$ cat config.mk
export PLATFORM = sky130hd
export DESIGN_NAME = sar_adc_scan_ctrl_flat
export DESIGN_NICKNAME = d
export VERILOG_FILES = /design/src/rtl/sar_adc_scan_ctrl_if.sv /design/src/rtl/sar_adc_scan_ctrl.sv /design/src/flat_wrapper.sv
export SDC_FILE = /design/constraint.sdc
export NUM_CORES = 1
export LEC_CHECK = 0
export BUFFER_PORTS_ARGS = -buffer_cell sky130_fd_sc_hd__buf_4
export CORE_UTILIZATION = 30
export CTS_CLUSTER_SIZE = 28
export DETAILED_ROUTE_END_ITERATION = 8
export MAX_ROUTING_LAYER = met4
export PLACE_DENSITY = 0.54
export SYNTH_ARGS = -nofsm -noshare
export SYNTH_HDL_FRONTEND = slang
export SYNTH_SLANG_ARGS = --single-unit
$ cat constraint.sdc
create_clock -name clk -period 1.9 [get_ports clk]
set_input_delay 0.285 -clock clk [delete_from_list [all_inputs] [get_ports clk]]
set_output_delay 0.285 -clock clk [all_outputs]
set_load 0.05 [all_outputs]
$ cat src/rtl/sar_adc_scan_ctrl_if.sv
// Bus between the SAR scan controller and its sequencer / analog front end.
// Optional window-compare signals are present when SAR_ADC_WINDOW_EN is defined.
interface sar_adc_scan_ctrl_if #(
  parameter int WIDTH  = 8,
  parameter int NUM_CH = 4,
  parameter int CH_W   = (NUM_CH > 1) ? $clog2(NUM_CH) : 1
);
  logic              start_conversion;
  logic [NUM_CH-1:0] ch_mask;
  logic              abort;
  logic              comparator_in;
  logic [CH_W-1:0]   mux_sel;
  logic [WIDTH-1:0]  dac_value;
  logic [WIDTH-1:0]  result;
  logic [CH_W-1:0]   result_ch;
  logic              valid;
  logic              busy;
`ifdef SAR_ADC_WINDOW_EN
  logic [WIDTH-1:0]  win_lo;
  logic [WIDTH-1:0]  win_hi;
  logic              out_of_window;

  modport slave (
    input  start_conversion, ch_mask, abort, comparator_in, win_lo, win_hi,
    output mux_sel, dac_value, result, result_ch, valid, busy, out_of_window
  );
  modport master (
    output start_conversion, ch_mask, abort, comparator_in, win_lo, win_hi,
    input  mux_sel, dac_value, result, result_ch, valid, busy, out_of_window
  );
`else
  modport slave (
    input  start_conversion, ch_mask, abort, comparator_in,
    output mux_sel, dac_value, result, result_ch, valid, busy
  );
  modport master (
    output start_conversion, ch_mask, abort, comparator_in,
    input  mux_sel, dac_value, result, result_ch, valid, busy
  );
`endif
endinterface

$ cat src/rtl/sar_adc_scan_ctrl.sv
// Multi-channel SAR ADC scan controller: masked channel scan, one binary search per channel.
// Optional window comparator enabled by defining SAR_ADC_WINDOW_EN.
module sar_adc_scan_ctrl #(
  parameter int WIDTH             = 8,
  parameter int NUM_CH            = 4,
  parameter int CH_W              = (NUM_CH > 1) ? $clog2(NUM_CH) : 1,
  parameter int SETTLE_CYCLES     = 1,
  parameter int MUX_SETTLE_CYCLES = 2
) (
  input logic                clk,
  input logic                rst_n,
  sar_adc_scan_ctrl_if.slave bus
);

  typedef enum logic [1:0] {
    ST_IDLE       = 2'd0,
    ST_MUX_SETTLE = 2'd1,
    ST_TRIAL      = 2'd2,
    ST_DONE       = 2'd3
  } state_e;

  localparam int BIT_W   = $clog2(WIDTH);
  localparam int CNT_MAX = (SETTLE_CYCLES > MUX_SETTLE_CYCLES) ? SETTLE_CYCLES : MUX_SETTLE_CYCLES;
  localparam int CNT_W   = (CNT_MAX > 32'sd1) ? $clog2(CNT_MAX) : 1;

  localparam logic [CNT_W-1:0] SETTLE_LAST = CNT_W'(SETTLE_CYCLES - 32'sd1);
  localparam logic [CNT_W-1:0] MUX_LAST    =
    CNT_W'((MUX_SETTLE_CYCLES > 32'sd0) ? (MUX_SETTLE_CYCLES - 32'sd1) : 32'sd0);
  localparam logic [BIT_W-1:0] MSB_IDX     = BIT_W'(WIDTH - 32'sd1);
  localparam logic [WIDTH-1:0] ONE_CODE    = WIDTH'(1'b1);
  localparam logic [WIDTH-1:0] MSB_CODE    = ONE_CODE << MSB_IDX;
  // With no mux settling the channel select is followed directly by the MSB trial.
  localparam state_e SETTLE_ENTRY = (MUX_SETTLE_CYCLES == 32'sd0) ? ST_TRIAL : ST_MUX_SETTLE;

  state_e            state_q, state_d;
  logic [CNT_W-1:0]  cnt_q, cnt_d;
  logic [BIT_W-1:0]  bit_q, bit_d;
  logic [WIDTH-1:0]  code_q, code_d;
  logic [NUM_CH-1:0] mask_q, mask_d;
  logic [CH_W-1:0]   mux_sel_q, mux_sel_d;
  logic [WIDTH-1:0]  dac_q, dac_d;
  logic [WIDTH-1:0]  result_q, result_d;
  logic [CH_W-1:0]   result_ch_q, result_ch_d;
  logic              valid_q, valid_d;
  logic              busy_q, busy_d;
`ifdef SAR_ADC_WINDOW_EN
  logic              oow_q, oow_d;
`endif

  logic              start_ok_s;
  logic              settle_done_s;
  logic [WIDTH-1:0]  trial_s;
  logic [WIDTH-1:0]  decided_s;

  function automatic logic [CH_W-1:0] lowest_set(input logic [NUM_CH-1:0] m);
    lowest_set = '0;
    for (int k = NUM_CH - 1; k >= 0; k--) begin
      if (m[k]) lowest_set = CH_W'(k);
    end
  endfunction

  assign start_ok_s    = bus.start_conversion && (bus.ch_mask != '0);
  assign settle_done_s = (cnt_q == SETTLE_LAST);
  assign trial_s       = code_q | (ONE_CODE << bit_q);
  assign decided_s     = bus.comparator_in ? trial_s : code_q;

  // State and output registers with synchronous active-low reset.
  always_ff @(posedge clk) begin
    if (!rst_n) begin
      state_q     <= ST_IDLE;
      cnt_q       <= '0;
      bit_q       <= '0;
      code_q      <= '0;
      mask_q      <= '0;
      mux_sel_q   <= '0;
      dac_q       <= '0;
      result_q    <= '0;
      result_ch_q <= '0;
      valid_q     <= 1'b0;
      busy_q      <= 1'b0;
`ifdef SAR_ADC_WINDOW_EN
      oow_q       <= 1'b0;
`endif
    end else begin
      state_q     <= state_d;
      cnt_q       <= cnt_d;
      bit_q       <= bit_d;
      code_q      <= code_d;
      mask_q      <= mask_d;
      mux_sel_q   <= mux_sel_d;
      dac_q       <= dac_d;
      result_q    <= result_d;
      result_ch_q <= result_ch_d;
      valid_q     <= valid_d;
      busy_q      <= busy_d;
`ifdef SAR_ADC_WINDOW_EN
      oow_q       <= oow_d;
`endif
    end
  end

  // Next-state logic.
  always_comb begin
    state_d = state_q;
    case (state_q)
      ST_IDLE: begin
        if (start_ok_s) state_d = SETTLE_ENTRY;
        else            state_d = ST_IDLE;
      end
      ST_MUX_SETTLE: begin
        if (bus.abort)               state_d = ST_IDLE;
        else if (cnt_q == MUX_LAST)  state_d = ST_TRIAL;
        else                         state_d = ST_MUX_SETTLE;
      end
      ST_TRIAL: begin
        if (bus.abort)                            state_d = ST_IDLE;
        else if (settle_done_s && (bit_q == '0))  state_d = ST_DONE;
        else                                      state_d = ST_TRIAL;
      end
      ST_DONE: begin
        // The channel bit was cleared on entry, so mask_q holds only pending channels.
        if (bus.abort || (mask_q == '0)) state_d = ST_IDLE;
        else                             state_d = SETTLE_ENTRY;
      end
      default: state_d = ST_IDLE;
    endcase
  end

  // Datapath and output next values.
  always_comb begin
    cnt_d       = cnt_q;
    bit_d       = bit_q;
    code_d      = code_q;
    mask_d      = mask_q;
    mux_sel_d   = mux_sel_q;
    dac_d       = dac_q;
    result_d    = result_q;
    result_ch_d = result_ch_q;
    valid_d     = 1'b0;
    busy_d      = (state_d != ST_IDLE);
`ifdef SAR_ADC_WINDOW_EN
    oow_d       = 1'b0;
`endif
    case (state_q)
      ST_IDLE: begin
        if (start_ok_s) begin
          mask_d    = bus.ch_mask;
          mux_sel_d = lowest_set(bus.ch_mask);
        end else begin
          mask_d    = mask_q;
        end
      end
      ST_MUX_SETTLE: begin
        if (bus.abort) begin
          mask_d = '0;
          dac_d  = '0;
        end else begin
          cnt_d  = cnt_q + CNT_W'(1'b1);
        end
      end
      ST_TRIAL: begin
        if (bus.abort) begin
          mask_d = '0;
          dac_d  = '0;
        end else if (settle_done_s) begin
          if (bit_q == '0) begin
            result_d    = decided_s;
            dac_d       = decided_s;
            result_ch_d = mux_sel_q;
            valid_d     = 1'b1;
            mask_d      = mask_q & ~(NUM_CH'(1'b1) << mux_sel_q);
`ifdef SAR_ADC_WINDOW_EN
            oow_d       = (decided_s < bus.win_lo) || (decided_s > bus.win_hi);
`endif
          end else begin
            bit_d  = bit_q - BIT_W'(1'b1);
            code_d = decided_s;
            dac_d  = decided_s | (ONE_CODE << (bit_q - BIT_W'(1'b1)));
            cnt_d  = '0;
          end
        end else begin
          cnt_d = cnt_q + CNT_W'(1'b1);
        end
      end
      ST_DONE: begin
        if (bus.abort) begin
          mask_d = '0;
          dac_d  = '0;
        end else if (mask_q != '0) begin
          mux_sel_d = lowest_set(mask_q);
        end else begin
          mask_d = '0;
        end
      end
      default: begin
        mask_d = '0;
        dac_d  = '0;
      end
    endcase
    // Entry actions shared by every path into a settling or trial phase.
    if ((state_d == ST_MUX_SETTLE) && (state_q != ST_MUX_SETTLE)) begin
      cnt_d = '0;
      dac_d = '0;
    end else if ((state_d == ST_TRIAL) && (state_q != ST_TRIAL)) begin
      cnt_d  = '0;
      bit_d  = MSB_IDX;
      code_d = '0;
      dac_d  = MSB_CODE;
    end else begin
      cnt_d = cnt_d;
    end
  end

  assign bus.mux_sel   = mux_sel_q;
  assign bus.dac_value = dac_q;
  assign bus.result    = result_q;
  assign bus.result_ch = result_ch_q;
  assign bus.valid     = valid_q;
  assign bus.busy      = busy_q;
`ifdef SAR_ADC_WINDOW_EN
  assign bus.out_of_window = oow_q;
`endif

endmodule

$ cat src/flat_wrapper.sv
// flat-port wrapper written by rule: the top's interface ports become plain ports
module sar_adc_scan_ctrl_flat 
#(
  parameter int WIDTH             = 8,
  parameter int NUM_CH            = 4,
  parameter int CH_W              = (NUM_CH > 1) ? $clog2(NUM_CH) : 1,
  parameter int SETTLE_CYCLES     = 1,
  parameter int MUX_SETTLE_CYCLES = 2
)
  (clk, rst_n, bus_start_conversion, bus_ch_mask, bus_abort, bus_comparator_in, bus_mux_sel, bus_dac_value, bus_result, bus_result_ch, bus_valid, bus_busy);
  sar_adc_scan_ctrl_if #(.WIDTH(WIDTH), .NUM_CH(NUM_CH), .CH_W(CH_W)) bus_i ();
  input logic clk;
  input logic rst_n;
  input wire logic [$bits(bus_i.start_conversion)-1:0] bus_start_conversion;
  input wire logic [$bits(bus_i.ch_mask)-1:0] bus_ch_mask;
  input wire logic [$bits(bus_i.abort)-1:0] bus_abort;
  input wire logic [$bits(bus_i.comparator_in)-1:0] bus_comparator_in;
  output wire logic [$bits(bus_i.mux_sel)-1:0] bus_mux_sel;
  output wire logic [$bits(bus_i.dac_value)-1:0] bus_dac_value;
  output wire logic [$bits(bus_i.result)-1:0] bus_result;
  output wire logic [$bits(bus_i.result_ch)-1:0] bus_result_ch;
  output wire logic [$bits(bus_i.valid)-1:0] bus_valid;
  output wire logic [$bits(bus_i.busy)-1:0] bus_busy;
  assign bus_i.start_conversion = bus_start_conversion;
  assign bus_i.ch_mask = bus_ch_mask;
  assign bus_i.abort = bus_abort;
  assign bus_i.comparator_in = bus_comparator_in;
  assign bus_mux_sel = bus_i.mux_sel;
  assign bus_dac_value = bus_i.dac_value;
  assign bus_result = bus_i.result;
  assign bus_result_ch = bus_i.result_ch;
  assign bus_valid = bus_i.valid;
  assign bus_busy = bus_i.busy;
  sar_adc_scan_ctrl #(.WIDTH(WIDTH), .NUM_CH(NUM_CH), .CH_W(CH_W), .SETTLE_CYCLES(SETTLE_CYCLES), .MUX_SETTLE_CYCLES(MUX_SETTLE_CYCLES)) u_core (.clk(clk), .rst_n(rst_n), .bus(bus_i));
endmodule
==> key figures <==
Logic synthesis
  • Mapped cell area: 1970 um2
  • Top-count cell post-synth: dfxtp_1
  • Yosys warning total: 0
  • Top cell type's share of synthesized area: around 41%
  • Synth cell types: 50
  • Net Count, Synth: approximately 250
  • EDFF count, synth: 0
  • Yosys reg bits: 40
  • Commonest cells post-synth: 40 x dfxtp_1, 29 x nor2_1, 28 x a21oi_1
  • Avg Cell Area, Syn: 8.56 um2
  • Largest cells by area after synthesis: dfxtp_1 41%, a21oi_1 7.1%, nor2_1 5.5%, ha_1 3.8%, nand2_1 3.6%
  • Register area share after synthesis: around two fifths
  • Syn Inst Count: 230
  • Yosys top cell by area: dfxtp_1
  • Async set-reset flop share out of synthesis: 0%
  • Most frequently used flop master after synthesis: dfxtp_1

Detailed routing
  • Drt initial violations: 103
  • Remaining DRCs: 0
  • DR WL/cell: about 13 um
  • Final WL: 4.52 mm
  • First-pass DRT Iterations: 4
  • Vias: between 1500 and 2000
  • Vias per Instance: roughly 5
  • Detail Route Antenna Nets: 0

Global route
  • Vias in the first global route: about 1700
  • Initial antenna violation count: 0
  • Largest net degree at the start of global routing: 17
  • GRT Resource Usage Total: 14.3%
  • Overflow left after global routing: 0
  • First-pass GRT wire length: 7.93 mm

Placed design
  • Routability cong.: 0.802
  • Dpl hpwl: 3.36 mm
  • Port bufs: 30
  • Post-Place Cells: between 300 and 400
  • Placed cell areas: between 2000 and 2500 um2
  • Pre-CTS WS: 195 ps

Worst setup path
  • Type of origin of the critical path: flop
  • Reg2reg path depth: 7
  • Worst Path Buf+Inv: 2
  • Critical-path cell list: inv_1 -> ha_1 -> buf_4 -> nor2_1 -> nand3_1 -> a31o_2 -> a21oi_1
  • Critical Path AT: 1890 ps
  • Slowest cell on the critical path: dfxtp_1
  • CP Max Fanout: 6
  • Family with the most delay on the worst path: flip-flops
  • R2r startpoint: u_core.bit_q[0]
  • Largest stage delay, worst path: around 400 ps
  • R2r setup slk: between 200 and 250 ps
  • Reg2Reg Capture Point: u_core.bus.dac_value[6]
  • Critical path required time: about 2100 ps
  • Critical path class: flop to flop
  • Crit. End Element: flop

STA
  • Worst-margin pin slew: 591 ps
  • Fmax: roughly 600 MHz
  • Period minus WS final: roughly 1700 ps
  • Setup TNS: 0 ps
  • Final-report setup violation count: 0
  • Max_slew headroom: ~60%
  • RSZ-0062 raised after global routing: no
  • Final worst-path cycle share: 87.3%
  • Worst clock skew: roughly 9.4 ps
  • Hold Slack: 253 ps
  • Final setup margin: between 200 and 250 ps
  • Final Hold Violating Endpoints: 0
  • Fin. max-slew vios: 0

Clocking
  • Post-CTS setup buffers: 0
  • Clock Sink Count: 40
  • CTS Buf Count: 5
  • Post-CTS sizing: 0
  • CTS HTree Levels: 2
  • Later-pin clock latency in the skew report: just under 300 ps
  • Clock tree root driver cell: clkbuf_8
  • TritonCTS clock tree: yes
  • Clock tree buffer depth: 2
  • CTS hold repair buffers: 0
  • Clock transition at path regs: 80 ps

Floorplan
  • I/O Pins: 31
  • Initial core utilization: between 30% and 40%
  • Core Box Area: between 6000 and 7000 um2
  • Die width: approximately 83 um
  • Die height: approximately 83 um
  • Rows: 29
  • Die area: ~6900 um2

Hold path
  • WHS Endpoint: u_core.mask_q[0]
  • Worst min path class: input port to flop
  • Hold Crit Start: bus_ch_mask[0]
  • Hold depth: 2

Cells and area
  • FILL cells: 651
  • Register area: between 800 and 900 um2
  • Fin nets: 282
  • Layout cells sized above 1: a little under a quarter
  • Antenna cells: 0
  • Post-Layout Cell Count: roughly 350
  • Multi-input gate area: 1070 um2
  • Post-route cell area: ~2400 um2
  • Area Growth Syn to Fin: 23.3%

Status
  • Status: completed

Run
  • # Max-Cap Violations: 0

Power
  • Static Leak: 0.919 nW
  • Pwr dens: roughly 740 nW/um2
  • Maximum vdd drop: ~0.00035 V
logic make-up (layout without fill, tap and decap cells):
| logic type | count (synthesis) | after routing | synth area share [%] |
|---|---|---|---|
| compound gates | 69 | 69 | 24.0 |
| xor+xnor | 3 | 3 | 1.34 |
| fa+ha+maj | 7 | 7 | 4.32 |
| buf+inv | 18 | 56 | 4.77 |
| flops | 40 | 40 | 40.7 |
| simple gates | 93 | 93 | 24.9 |
routing by layer:
metal	vias up	track usage [%]	share of wire (%)
met5	-	-	0
met2	29	21.4	45
met4	0	3.76	0.27
met1	798	19.8	51
li1	907	-	-
met3	3	2.78	3.4
power by group:
part           internal (mW)  switching, mW  total [mW]
logic                 0.0754          0.114       0.189
registers              0.853         0.0208       0.874
clock network          0.430          0.304       0.734
total                   1.36          0.439        1.80
cells in the final DEF, fill, tap and decap left out, types with 4 or more instances in the layout:
master,synthesis,final
nor3_1,13,13
ha_1,6,6
a211oi_1,6,6
nand2b_1,5,5
a31o_2,4,4
o21ai_0,6,6
and3_1,4,4
nand3b_1,4,4
a21oi_1,28,28
a221o_1,4,4
buf_4,1,41
dfxtp_1,40,40
nand2_1,19,19
inv_1,6,6
nor2_1,29,29
nand3_1,7,7
clkbuf_8,0,6
a31oi_1,4,4
worst max-delay path by stage:
stage / startpoint / to / slack [ps] / depth (start not counted)
4_1_cts: u_core.bit_q[0] / u_core.bus.dac_value[6] / 230 / 7
6_report: u_core.bit_q[0] / u_core.bus.dac_value[6] / 240 / 7
2_1_floorplan: u_core.bit_q[0] / u_core.mask_q[2] / 180 / 6
3_5_place_dp: bus_abort / u_core.bus.result[2] / 200 / 6
5_1_grt: u_core.bit_q[0] / u_core.bus.dac_value[7] / 50 / 6
3_3_place_gp: bus_abort / u_core.bus.result[1] / 230 / 6
cell type report:
class	count	area share (%)
well taps	77	3.97
clock inverters	2	1.60
inverters	7	1.08
clock buffers	6	3.40
repair buffers	41	12.7
flip-flops and latches	40	33.0
multi-input cells	172	44.2
flip-flops by register name (all words and copies together) (netlist names):
signal                cells
u_core.bus.dac_value      8
u_core.bus.result         8
u_core.code_q             8
u_core.mask_q             4
u_core.bit_q              3
u_core.bus.mux_sel        2
u_core.bus.result_ch      2
u_core.state_q            2
u_core.bus.busy           1
u_core.bus.valid          1
u_core.cnt_q              1
stage by stage:
| stage | power [mW] | util [%] |
|---|---|---|
| finish | 1.80 | 38.2 |
| floorplan | 1.01 | - |
| global route | 1.88 | 38.2 |
| CTS | 1.82 | 38.2 |
| detailed placement | 1.08 | 36.3 |
| global placement | 1.08 | 36.3 |
No activity file was read; power rests on OpenSTA's default activity.
